<file path="src/rtl/jk_cmd_if.sv">
// Command handshake between a controller and the JK command sequencer.
// The controller presents op/count with valid; the sequencer answers with ready.
interface jk_cmd_if #(
  parameter int CNT_W = 4
) ();
  logic             valid;
  logic             ready;
  logic [1:0]       op;
  logic [CNT_W-1:0] count;

  modport master (output valid, output op, output count, input ready);
  modport slave  (input valid, input op, input count, output ready);
endinterface

</file>
<file path="src/rtl/jk_cmd_sequencer.sv">
// Drives J/K of a downstream JK flip-flop for a commanded number of edges,
// tracks the expected Q in a shadow model and flags any fed-back Q mismatch.
module jk_cmd_sequencer #(
  parameter int CNT_W    = 4,
  parameter bit CHECK_EN = 1'b1
) (
  input  logic     i_clk,
  input  logic     i_reset,
  jk_cmd_if.slave  cmd,
  input  logic     i_clear_err,
  output logic     o_j,
  output logic     o_k,
  input  logic     i_q,
  output logic     o_exp_q,
  output logic     o_busy,
  output logic     o_done,
  output logic     o_mismatch
);

  typedef enum logic [1:0] {
    ST_IDLE   = 2'd0,
    ST_DRIVE  = 2'd1,
    ST_SETTLE = 2'd2
  } state_t;

  state_t           r_state, w_state_nxt;
  logic [1:0]       r_op, w_op_nxt;
  logic [CNT_W-1:0] r_cnt, w_cnt_nxt;
  logic             r_first, w_first_nxt;
  logic             r_j, w_j_nxt;
  logic             r_k, w_k_nxt;
  logic             r_exp_q, w_exp_q_nxt;
  logic             r_done, w_done_nxt;
  logic             r_mismatch, w_mismatch_nxt;
  logic             w_cmp_fail;

  // Q the flip-flop will hold after one edge of the given op.
  function automatic logic jk_next_q(input logic [1:0] op, input logic q);
    logic nq;
    case (op)
      2'b00:   nq = q;
      2'b01:   nq = 1'b0;
      2'b10:   nq = 1'b1;
      2'b11:   nq = ~q;
      default: nq = q;
    endcase
    return nq;
  endfunction

  // State and datapath registers with synchronous reset.
  always_ff @(posedge i_clk) begin
    if (i_reset) begin
      r_state    <= ST_IDLE;
      r_op       <= 2'b00;
      r_cnt      <= {CNT_W{1'b0}};
      r_first    <= 1'b0;
      r_j        <= 1'b0;
      r_k        <= 1'b0;
      r_exp_q    <= 1'b0;
      r_done     <= 1'b0;
      r_mismatch <= 1'b0;
    end else begin
      r_state    <= w_state_nxt;
      r_op       <= w_op_nxt;
      r_cnt      <= w_cnt_nxt;
      r_first    <= w_first_nxt;
      r_j        <= w_j_nxt;
      r_k        <= w_k_nxt;
      r_exp_q    <= w_exp_q_nxt;
      r_done     <= w_done_nxt;
      r_mismatch <= w_mismatch_nxt;
    end
  end

  // Next-state, J/K drive, shadow model and check-point comparison.
  always_comb begin
    w_state_nxt = r_state;
    w_op_nxt    = r_op;
    w_cnt_nxt   = r_cnt;
    w_first_nxt = r_first;
    w_j_nxt     = r_j;
    w_k_nxt     = r_k;
    w_exp_q_nxt = r_exp_q;
    w_done_nxt  = 1'b0;
    w_cmp_fail  = 1'b0;

    case (r_state)
      ST_IDLE: begin
        w_j_nxt = 1'b0;
        w_k_nxt = 1'b0;
        if (cmd.valid) begin
          w_op_nxt    = cmd.op;
          w_cnt_nxt   = (cmd.count == {CNT_W{1'b0}}) ? {{(CNT_W-1){1'b0}}, 1'b1} : cmd.count;
          w_j_nxt     = cmd.op[1];
          w_k_nxt     = cmd.op[0];
          w_first_nxt = 1'b1;
          w_state_nxt = ST_DRIVE;
        end else begin
          w_state_nxt = ST_IDLE;
        end
      end
      ST_DRIVE: begin
        // The first edge is where the flip-flop first sees the op, so Q is not yet comparable.
        w_cmp_fail  = ~r_first & (i_q != r_exp_q);
        w_exp_q_nxt = jk_next_q(r_op, r_exp_q);
        w_cnt_nxt   = r_cnt - {{(CNT_W-1){1'b0}}, 1'b1};
        w_first_nxt = 1'b0;
        if (r_cnt == {{(CNT_W-1){1'b0}}, 1'b1}) begin
          w_j_nxt     = 1'b0;
          w_k_nxt     = 1'b0;
          w_state_nxt = ST_SETTLE;
        end else begin
          w_state_nxt = ST_DRIVE;
        end
      end
      ST_SETTLE: begin
        w_cmp_fail  = (i_q != r_exp_q);
        w_done_nxt  = 1'b1;
        w_state_nxt = ST_IDLE;
      end
      default: begin
        w_j_nxt     = 1'b0;
        w_k_nxt     = 1'b0;
        w_state_nxt = ST_IDLE;
      end
    endcase

    // A failing compare outranks a simultaneous clear request.
    if (CHECK_EN && w_cmp_fail) begin
      w_mismatch_nxt = 1'b1;
    end else if (i_clear_err) begin
      w_mismatch_nxt = 1'b0;
    end else begin
      w_mismatch_nxt = r_mismatch;
    end
  end

  assign cmd.ready  = (r_state == ST_IDLE);
  assign o_busy     = (r_state != ST_IDLE);
  assign o_j        = r_j;
  assign o_k        = r_k;
  assign o_exp_q    = r_exp_q;
  assign o_done     = r_done;
  assign o_mismatch = r_mismatch;

endmodule

</file>
<file path="src/flat_wrapper.sv">
// flat-port wrapper written by rule: the top's interface ports become plain ports
module jk_cmd_sequencer_flat 
#(
  parameter int CNT_W    = 4,
  parameter bit CHECK_EN = 1'b1
)
  (i_clk, i_reset, i_clear_err, o_j, o_k, i_q, o_exp_q, o_busy, o_done, o_mismatch, cmd_valid, cmd_op, cmd_count, cmd_ready);
  jk_cmd_if #(.CNT_W(CNT_W)) cmd_i ();
  input  logic i_clk;
  input  logic i_reset;
  input  logic i_clear_err;
  output logic o_j;
  output logic o_k;
  input  logic i_q;
  output logic o_exp_q;
  output logic o_busy;
  output logic o_done;
  output logic o_mismatch;
  input wire logic [$bits(cmd_i.valid)-1:0] cmd_valid;
  input wire logic [$bits(cmd_i.op)-1:0] cmd_op;
  input wire logic [$bits(cmd_i.count)-1:0] cmd_count;
  output wire logic [$bits(cmd_i.ready)-1:0] cmd_ready;
  assign cmd_i.valid = cmd_valid;
  assign cmd_i.op = cmd_op;
  assign cmd_i.count = cmd_count;
  assign cmd_ready = cmd_i.ready;
  jk_cmd_sequencer #(.CNT_W(CNT_W), .CHECK_EN(CHECK_EN)) u_core (.i_clk(i_clk), .i_reset(i_reset), .cmd(cmd_i), .i_clear_err(i_clear_err), .o_j(o_j), .o_k(o_k), .i_q(i_q), .o_exp_q(o_exp_q), .o_busy(o_busy), .o_done(o_done), .o_mismatch(o_mismatch));
endmodule
</file>
<file path="config.mk">
export PLATFORM = sky130hd
export DESIGN_NAME = jk_cmd_sequencer_flat
export DESIGN_NICKNAME = d
export VERILOG_FILES = /design/src/rtl/jk_cmd_if.sv /design/src/rtl/jk_cmd_sequencer.sv /design/src/flat_wrapper.sv
export SDC_FILE = /design/constraint.sdc
export NUM_CORES = 1
export LEC_CHECK = 0
export BUFFER_PORTS_ARGS = -buffer_cell sky130_fd_sc_hd__buf_2
export CORE_MARGIN = 4
export CORE_UTILIZATION = 45
export CTS_CLUSTER_SIZE = 25
export DETAILED_ROUTE_END_ITERATION = 10
export PLACE_DENSITY_LB_ADDON = 0.05
export SYNTH_ARGS = -nofsm -noshare
export SYNTH_HDL_FRONTEND = slang
export SYNTH_SLANG_ARGS = --single-unit
</file>
<file path="constraint.sdc">
create_clock -name i_clk -period 1.3 [get_ports i_clk]
set_clock_uncertainty 0.05 [all_clocks]
set_input_delay 0.195 -clock i_clk [delete_from_list [all_inputs] [get_ports i_clk]]
set_output_delay 0.195 -clock i_clk [all_outputs]
set_load 0.1 [all_outputs]
</file>
# Yosys cells after proc, flatten, opt, wreduce, memory -nomap -nowiden
# Cells that the tools add are included.
[totals] regBits=14 latch_bits=0 ram_bits=0 rom_bits=0 in_bits=11 elab_cells=52 n_memories=0
[classes] n_addsub=1 multipliers=0 div=0 n_lt_le_gt_ge=0 n_eq_ne=9 shifts=0 n_mux=18 bitwise=5 n_reduce_logical=10
[ops] op="one-hot mux 1 bit (3 select lines)" n=3
[ops] op="2-to-1 mux 1 bit" n=8
[ops] op="2-to-1 mux 4 bit" n=2
[ops] op="one-hot mux 4 bit (2 select lines)" n=1
[ops] op="AND reduction 2 bit" n=4
[ops] op="equality test 2 bit (second input constant)" n=3
[ops] op="nonzero test 2 bit" n=3
[ops] op="equality test 2 x 1 -> 1 bit (second input constant)" n=2
[ops] op="equality test 4 x 1 -> 1 bit (second input constant)" n=1
[ops] op="logical NOT 2 bit" n=2
[ops] op="logical NOT 4 bit" n=1
[ops] op="NOT 1 bit" n=4
[ops] op="one-hot mux 1 bit (2 select lines)" n=2
[ops] op="one-hot mux 2 bit (2 select lines)" n=1
[ops] op="subtractor 4 x 1 -> 4 bit (second input constant)" n=1
[ops] op="2-to-1 mux 2 bit" n=1
[ops] op="inequality test 2 x 1 -> 1 bit (second input constant)" n=1
[ops] op="inequality test 2 bit (second input constant)" n=1
[ops] op="bitwise AND 1 bit" n=1
[ops] op="inequality test 1 bit" n=1

# Longest topological paths before layout
[logic_depth] ltp_word=4 depth_mapped=7 depth_no_buf=6

# Least setup slack after synthesis
# OpenSTA, ideal clock, no wires.
[synth_path] path_kind="register -> register" start="register u_core.r_state[0]" end="register u_core.r_cnt[1]" setup_time_ns=0.086 arrival_ns=2.635 slack_ns=-1.470 path_stages_with_launch=7 path_buffers=0 period_less_slack_ns=2.770 path_cell_list="dfxtp_1 inv_1 ha_1 inv_1 a21boi_4 a211oi_1 a211oi_1"
[synth_via] elab_chain_cells=3
[synth_rtl] element="from (decl)" line_no="jk_cmd_sequencer.sv:26" text="state_t r_state, w_state_nxt;"
[synth_rtl] element="from (signal assigned)" line_no="jk_cmd_sequencer.sv:63" text="r_state <= w_state_nxt;"
[synth_rtl] element="logical NOT 2 bit *"
[synth_rtl] element="via cmd_ready" line_no="flat_wrapper.sv:22" text="output wire logic [$bits(cmd_i.ready)-1:0] cmd_ready;"
[synth_rtl] element="inequality test 2 bit (no line) or nonzero test 2 bit (tied branches)"
[synth_rtl] element="AND reduction 2 bit (no line)"
[synth_rtl] element="to (signal assigned)" line_no="jk_cmd_sequencer.sv:55" text="r_cnt <= {CNT_W{1'b0}};"
[synth_rtl] element="to (signal assigned)" line_no="jk_cmd_sequencer.sv:65" text="r_cnt <= w_cnt_nxt;"
[synth_rtl] element="to (decl)" line_no="jk_cmd_sequencer.sv:28" text="logic [CNT_W-1:0] r_cnt, w_cnt_nxt;"
# Mark *: on every way through the listed nets, which the timed path passes. The rest lies on a longest branch.
# A chain may end at the register's enable or synchronous reset.

# Final worst setup path
[layout_path] start="register u_core.r_state[1]" end="output port o_busy"
[layout_via] elab_chain_cells=1
[layout_rtl] element="nonzero test 2 bit" line_no="jk_cmd_sequencer.sv:139" text="assign o_busy = (r_state != ST_IDLE);"
[layout_rtl] element="to (decl)" line_no="flat_wrapper.sv:16" text="output logic o_busy;"
# Every way passes these cells.

==> out/summary.txt <==
Outcome -> finished, violations left
Failing checks -> setup timing
Fmax -> 684 MHz
Layout Utilization -> 79.6%
Post-route setup slack -> -0.161 ns
Port-buffer cells -> 17
Flop-to-flop setup slack -> -0.14 ns
Seq/Total Area, Yosys -> 38.3%
Type of the worst setup path -> flop to output pin
Vias in the first global route -> 705
Yosys warning count -> 0
Pins Over Slew Limit -> 0
Number of top-level pins -> 18
Count of placed standard cells in the final layout, fillers left out -> 133
Relative max-transition margin -> 68.0%
Endpoint class of the critical path -> output pin
Antenna Cells -> 0
Number of failing setup endpoints in the final timing report -> 9
Worst-path clk slew -> 0.08 ns
Die Wd -> 48.3 um
Largest delay share family, worst path -> buffers and inverters
Clock tree from TritonCTS -> done
Largest net degree at the start of global routing -> 15
Worst hold-check path type -> primary input to flop
Worst Path Required -> 1.05 ns
Total power per unit cell area -> 1120 nW/um^2
Worst R2R End -> u_core.r_cnt[3]
Number of levels the H-tree was split into -> 1
Global-route total usage across every layer -> 16.1%
Cells on Worst Hold Path -> 3
Post-synthesis instance area -> 732 um^2
Largest incremental delay on the critical path -> 0.33 ns
Total Nets Final -> 134
Area of the die -> 2340 um^2
Cell type of the slowest stage on the worst timing path -> sky130_fd_sc_hd__dfxtp_2
Number of hold-slack violations in the final timing report -> 0
IR drop worst, VDD -> 0.000740 V
Routed vias -> 686
Floorplan die height -> 48.3 um
Initial DRC count -> 17
Post-layout min period -> 1.46 ns
Global placement routability congestion -> 0.852
DRC viols -> 0
Worst-Margin Slew -> 0.483 ns
Count of buffer and inverter cells on the critical path -> 4
Seq cells post-synth -> 14
Growth of design area from synthesis to finish -> 65.8%
Total Power Consumption -> 1.35 mW
Net count of the mapped netlist -> 98
CTS Hold Buffers Added -> 0
Unrepaired setup endpoints after global routing -> yes
Beginning of the worst register-to-register path -> u_core.r_state[1]
Largest buffer count on any clock path -> 2
Share of post-route cells with drive strength above 1 -> 56.4%
Setup total negative slack -> -0.981 ns
Mapped Cells -> 82
Leak Pwr -> 0.511 nW
Signal arrival time at the worst endpoint -> 1.22 ns
Clock Latency Late Sink -> 0.28 ns
Effective utilization at floorplan -> 48.0%
Critical path, cell by cell -> inv_2 > ha_4 > clkinvlp_4 > buf_6 > buf_12
Remaining Overflow, GRT -> 0
Instance area after placement -> 996 um^2
Wire length of the first global-routing pass -> 2950 um
Fin crit share -> 112%
Startpoint kind of the worst setup timing path -> flop
Post-synthesis area per instance -> 8.93 um^2
End of the worst hold path -> u_core.r_op[1]
Area of the placeable core -> 1520 um^2
Finished Cell Area -> 1210 um^2
Number of nets with antenna violations after detailed routing -> 0
Critical-path maximum fanout -> 3
Number of violations of the max-capacitance limit -> 0
Number of placed cells counting well taps -> 120
Count of fill cells added during filler insertion -> 100
Routed via count divided by cell count -> 5.16
Total Wirelength -> 1840 um
Clock sink count -> 14
Cells on worst reg2reg path -> 8
Detailed-routing iteration count for the pre-antenna-repair pass -> 4
Number of rows created at floorplan -> 14
WL/cell -> 13.8 um
Clk Tree Root Cell -> sky130_fd_sc_hd__clkbuf_4
Detail Placement HPWL -> 1290 um
Number of antenna violations at the first check in global routing -> 0
Number of library cell types mapped by synthesis -> 29
Launch instance of the worst min-delay path -> cmd_op[1]
TritonCTS buffer count -> 3
-- repair_timing --
| item | 4_1_cts | 5_1_grt |
|---|---|---|
| endpoints found under the setup margin | 9 | 10 |
| pin swaps | 7 | 6 |
| buffers inserted | 7 | 2 |
| resized for setup | 17 | 7 |
-- through the flow --
step	worst slack [ns]	hold WS [ns]
6_report	-0.161	0.126
5_1_grt	-0.235	0.123
4_1_cts	-0.148	0.115
3_5_place_dp	-0.127	0.392
3_3_place_gp	-0.0929	0.382
2_1_floorplan	-0.680	0.216
-- power by group --
group / switching (mW) / internal (mW) / leakage [nW] / total (mW)
Sequential: 0.0297 / 0.464 / 0.117 / 0.494
Combinational: 0.291 / 0.257 / 0.373 / 0.547
Clock: 0.143 / 0.170 / 0.0210 / 0.313
Total: 0.463 / 0.892 / 0.511 / 1.35
-- synth_stat cells --
cell | count | area [um^2]
sky130_fd_sc_hd__dfxtp_1 | 14 | 280
sky130_fd_sc_hd__a21oi_1 | 7 | 35.0
sky130_fd_sc_hd__inv_1 | 7 | 26.3
sky130_fd_sc_hd__nand2_1 | 6 | 22.5
sky130_fd_sc_hd__ha_1 | 5 | 62.6
sky130_fd_sc_hd__nand2b_1 | 5 | 31.3
sky130_fd_sc_hd__nor2_1 | 5 | 18.8
sky130_fd_sc_hd__o21ai_0 | 4 | 20.0
sky130_fd_sc_hd__nor2b_1 | 3 | 18.8
sky130_fd_sc_hd__nor3_1 | 3 | 15.0
sky130_fd_sc_hd__a211oi_1 | 2 | 15.0
sky130_fd_sc_hd__a21oi_2 | 2 | 17.5
sky130_fd_sc_hd__nand3_1 | 2 | 10.0
sky130_fd_sc_hd__o21bai_1 | 2 | 15.0
sky130_fd_sc_hd__a21boi_4 | 1 | 18.8
sky130_fd_sc_hd__a21oi_4 | 1 | 16.3
sky130_fd_sc_hd__a22o_1 | 1 | 8.76
sky130_fd_sc_hd__a311oi_1 | 1 | 8.76
sky130_fd_sc_hd__a31oi_1 | 1 | 6.26
sky130_fd_sc_hd__a32oi_1 | 1 | 8.76
sky130_fd_sc_hd__and2_0 | 1 | 6.26
sky130_fd_sc_hd__and4bb_2 | 1 | 12.5
sky130_fd_sc_hd__buf_1 | 1 | 3.75
sky130_fd_sc_hd__buf_6 | 1 | 11.3
sky130_fd_sc_hd__o21a_1 | 1 | 7.51
sky130_fd_sc_hd__o21ai_2 | 1 | 8.76
sky130_fd_sc_hd__or3_1 | 1 | 6.26
sky130_fd_sc_hd__or3b_4 | 1 | 11.3
sky130_fd_sc_hd__xor2_1 | 1 | 8.76
-- routing by layer --
metal	share of wire, %	vias up	routed length (um)	track usage (%)
li1	-	356	-	-
met1	45	304	833	17.6
met2	47	19	870	26.3
met3	4.8	7	88	5.52
met4	2.4	0	44	9.68
met5	0	-	0	0
-- kinds of logic (layout without fill, tap and decap cells) --
family,after synthesis,after routing,share of synthesized area [%]
XOR/XNOR,1,1,1.20
adder cells (fa/ha/maj),5,5,8.55
AND/OR/NAND/NOR,28,28,20.9
flip-flops,14,14,38.3
AO/OA/AOI/OAI,25,25,25.5
buffers and inverters,9,44,5.64
-- worst max-delay path by stage --
stage,start,to,slack [ns],depth (start not counted)
after floorplan,u_core.r_state[1],u_core.r_cnt[0],-0.68,6
after global placement,u_core.r_cnt[1],u_core.o_k,-0.09,6
after detailed placement,u_core.r_cnt[1],u_core.o_j,-0.13,6
after CTS,u_core.r_state[0],o_busy,-0.15,5
after global routing,u_core.r_state[1],u_core.r_cnt[3],-0.23,8
final,u_core.r_state[1],o_busy,-0.16,5
-- layout make-up --
class                   instances  area, um^2  area share, %
multi-input cells              59         505           41.6
repair buffers                 33         323           26.6
flip-flops and latches         14         287           23.6
inverters                       7        42.5           3.51
clock buffers                   4        36.3           2.99
well taps                      16        20.0           1.65
-- sequential cells by signal, indices dropped and copies added (netlist names) --
| signal | count |
|---|---|
| u_core.r_cnt | 4 |
| u_core.o_j | 1 |
| u_core.r_op | 2 |
| u_core.o_k | 1 |
| u_core.o_mismatch | 1 |
| u_core.o_exp_q | 1 |
| u_core.r_first | 1 |
| u_core.r_state | 2 |
| u_core.o_done | 1 |
-- worst register-to-register path, stage by stage, from the launching register on --
cell,delay (ns)
sky130_fd_sc_hd__dfxtp_2,0.34
sky130_fd_sc_hd__inv_2,0.05
sky130_fd_sc_hd__buf_4,0.14
sky130_fd_sc_hd__ha_4,0.18
sky130_fd_sc_hd__buf_6,0.12
sky130_fd_sc_hd__a21boi_4,0.19
sky130_fd_sc_hd__buf_6,0.12
sky130_fd_sc_hd__o21ai_2,0.05
sky130_fd_sc_hd__a21oi_1,0.14
-- layout by cell type, fill, tap and decap left out, types with 2 or more instances in the layout --
cell type | synthesis | layout
sky130_fd_sc_hd__nor3_1 | 3 | 2
sky130_fd_sc_hd__inv_1 | 7 | 2
sky130_fd_sc_hd__inv_2 | 0 | 3
sky130_fd_sc_hd__ha_4 | 0 | 4
sky130_fd_sc_hd__dfxtp_1 | 14 | 9
sky130_fd_sc_hd__o21ai_2 | 1 | 2
sky130_fd_sc_hd__buf_4 | 0 | 11
sky130_fd_sc_hd__dfxtp_2 | 0 | 5
sky130_fd_sc_hd__a21oi_1 | 7 | 6
sky130_fd_sc_hd__buf_6 | 1 | 4
sky130_fd_sc_hd__nor2b_1 | 3 | 3
sky130_fd_sc_hd__o21bai_1 | 2 | 2
sky130_fd_sc_hd__a211oi_2 | 0 | 2
sky130_fd_sc_hd__buf_12 | 0 | 7
sky130_fd_sc_hd__nand3_1 | 2 | 2
sky130_fd_sc_hd__o21ai_1 | 0 | 2
sky130_fd_sc_hd__a21oi_2 | 2 | 3
sky130_fd_sc_hd__buf_2 | 0 | 11
sky130_fd_sc_hd__clkbuf_4 | 0 | 3
sky130_fd_sc_hd__nand2b_4 | 0 | 2
sky130_fd_sc_hd__nand2_1 | 6 | 5
sky130_fd_sc_hd__nand2b_1 | 5 | 3
sky130_fd_sc_hd__nor2_1 | 5 | 5
Note: power is estimated with default switching activity, not from simulation.
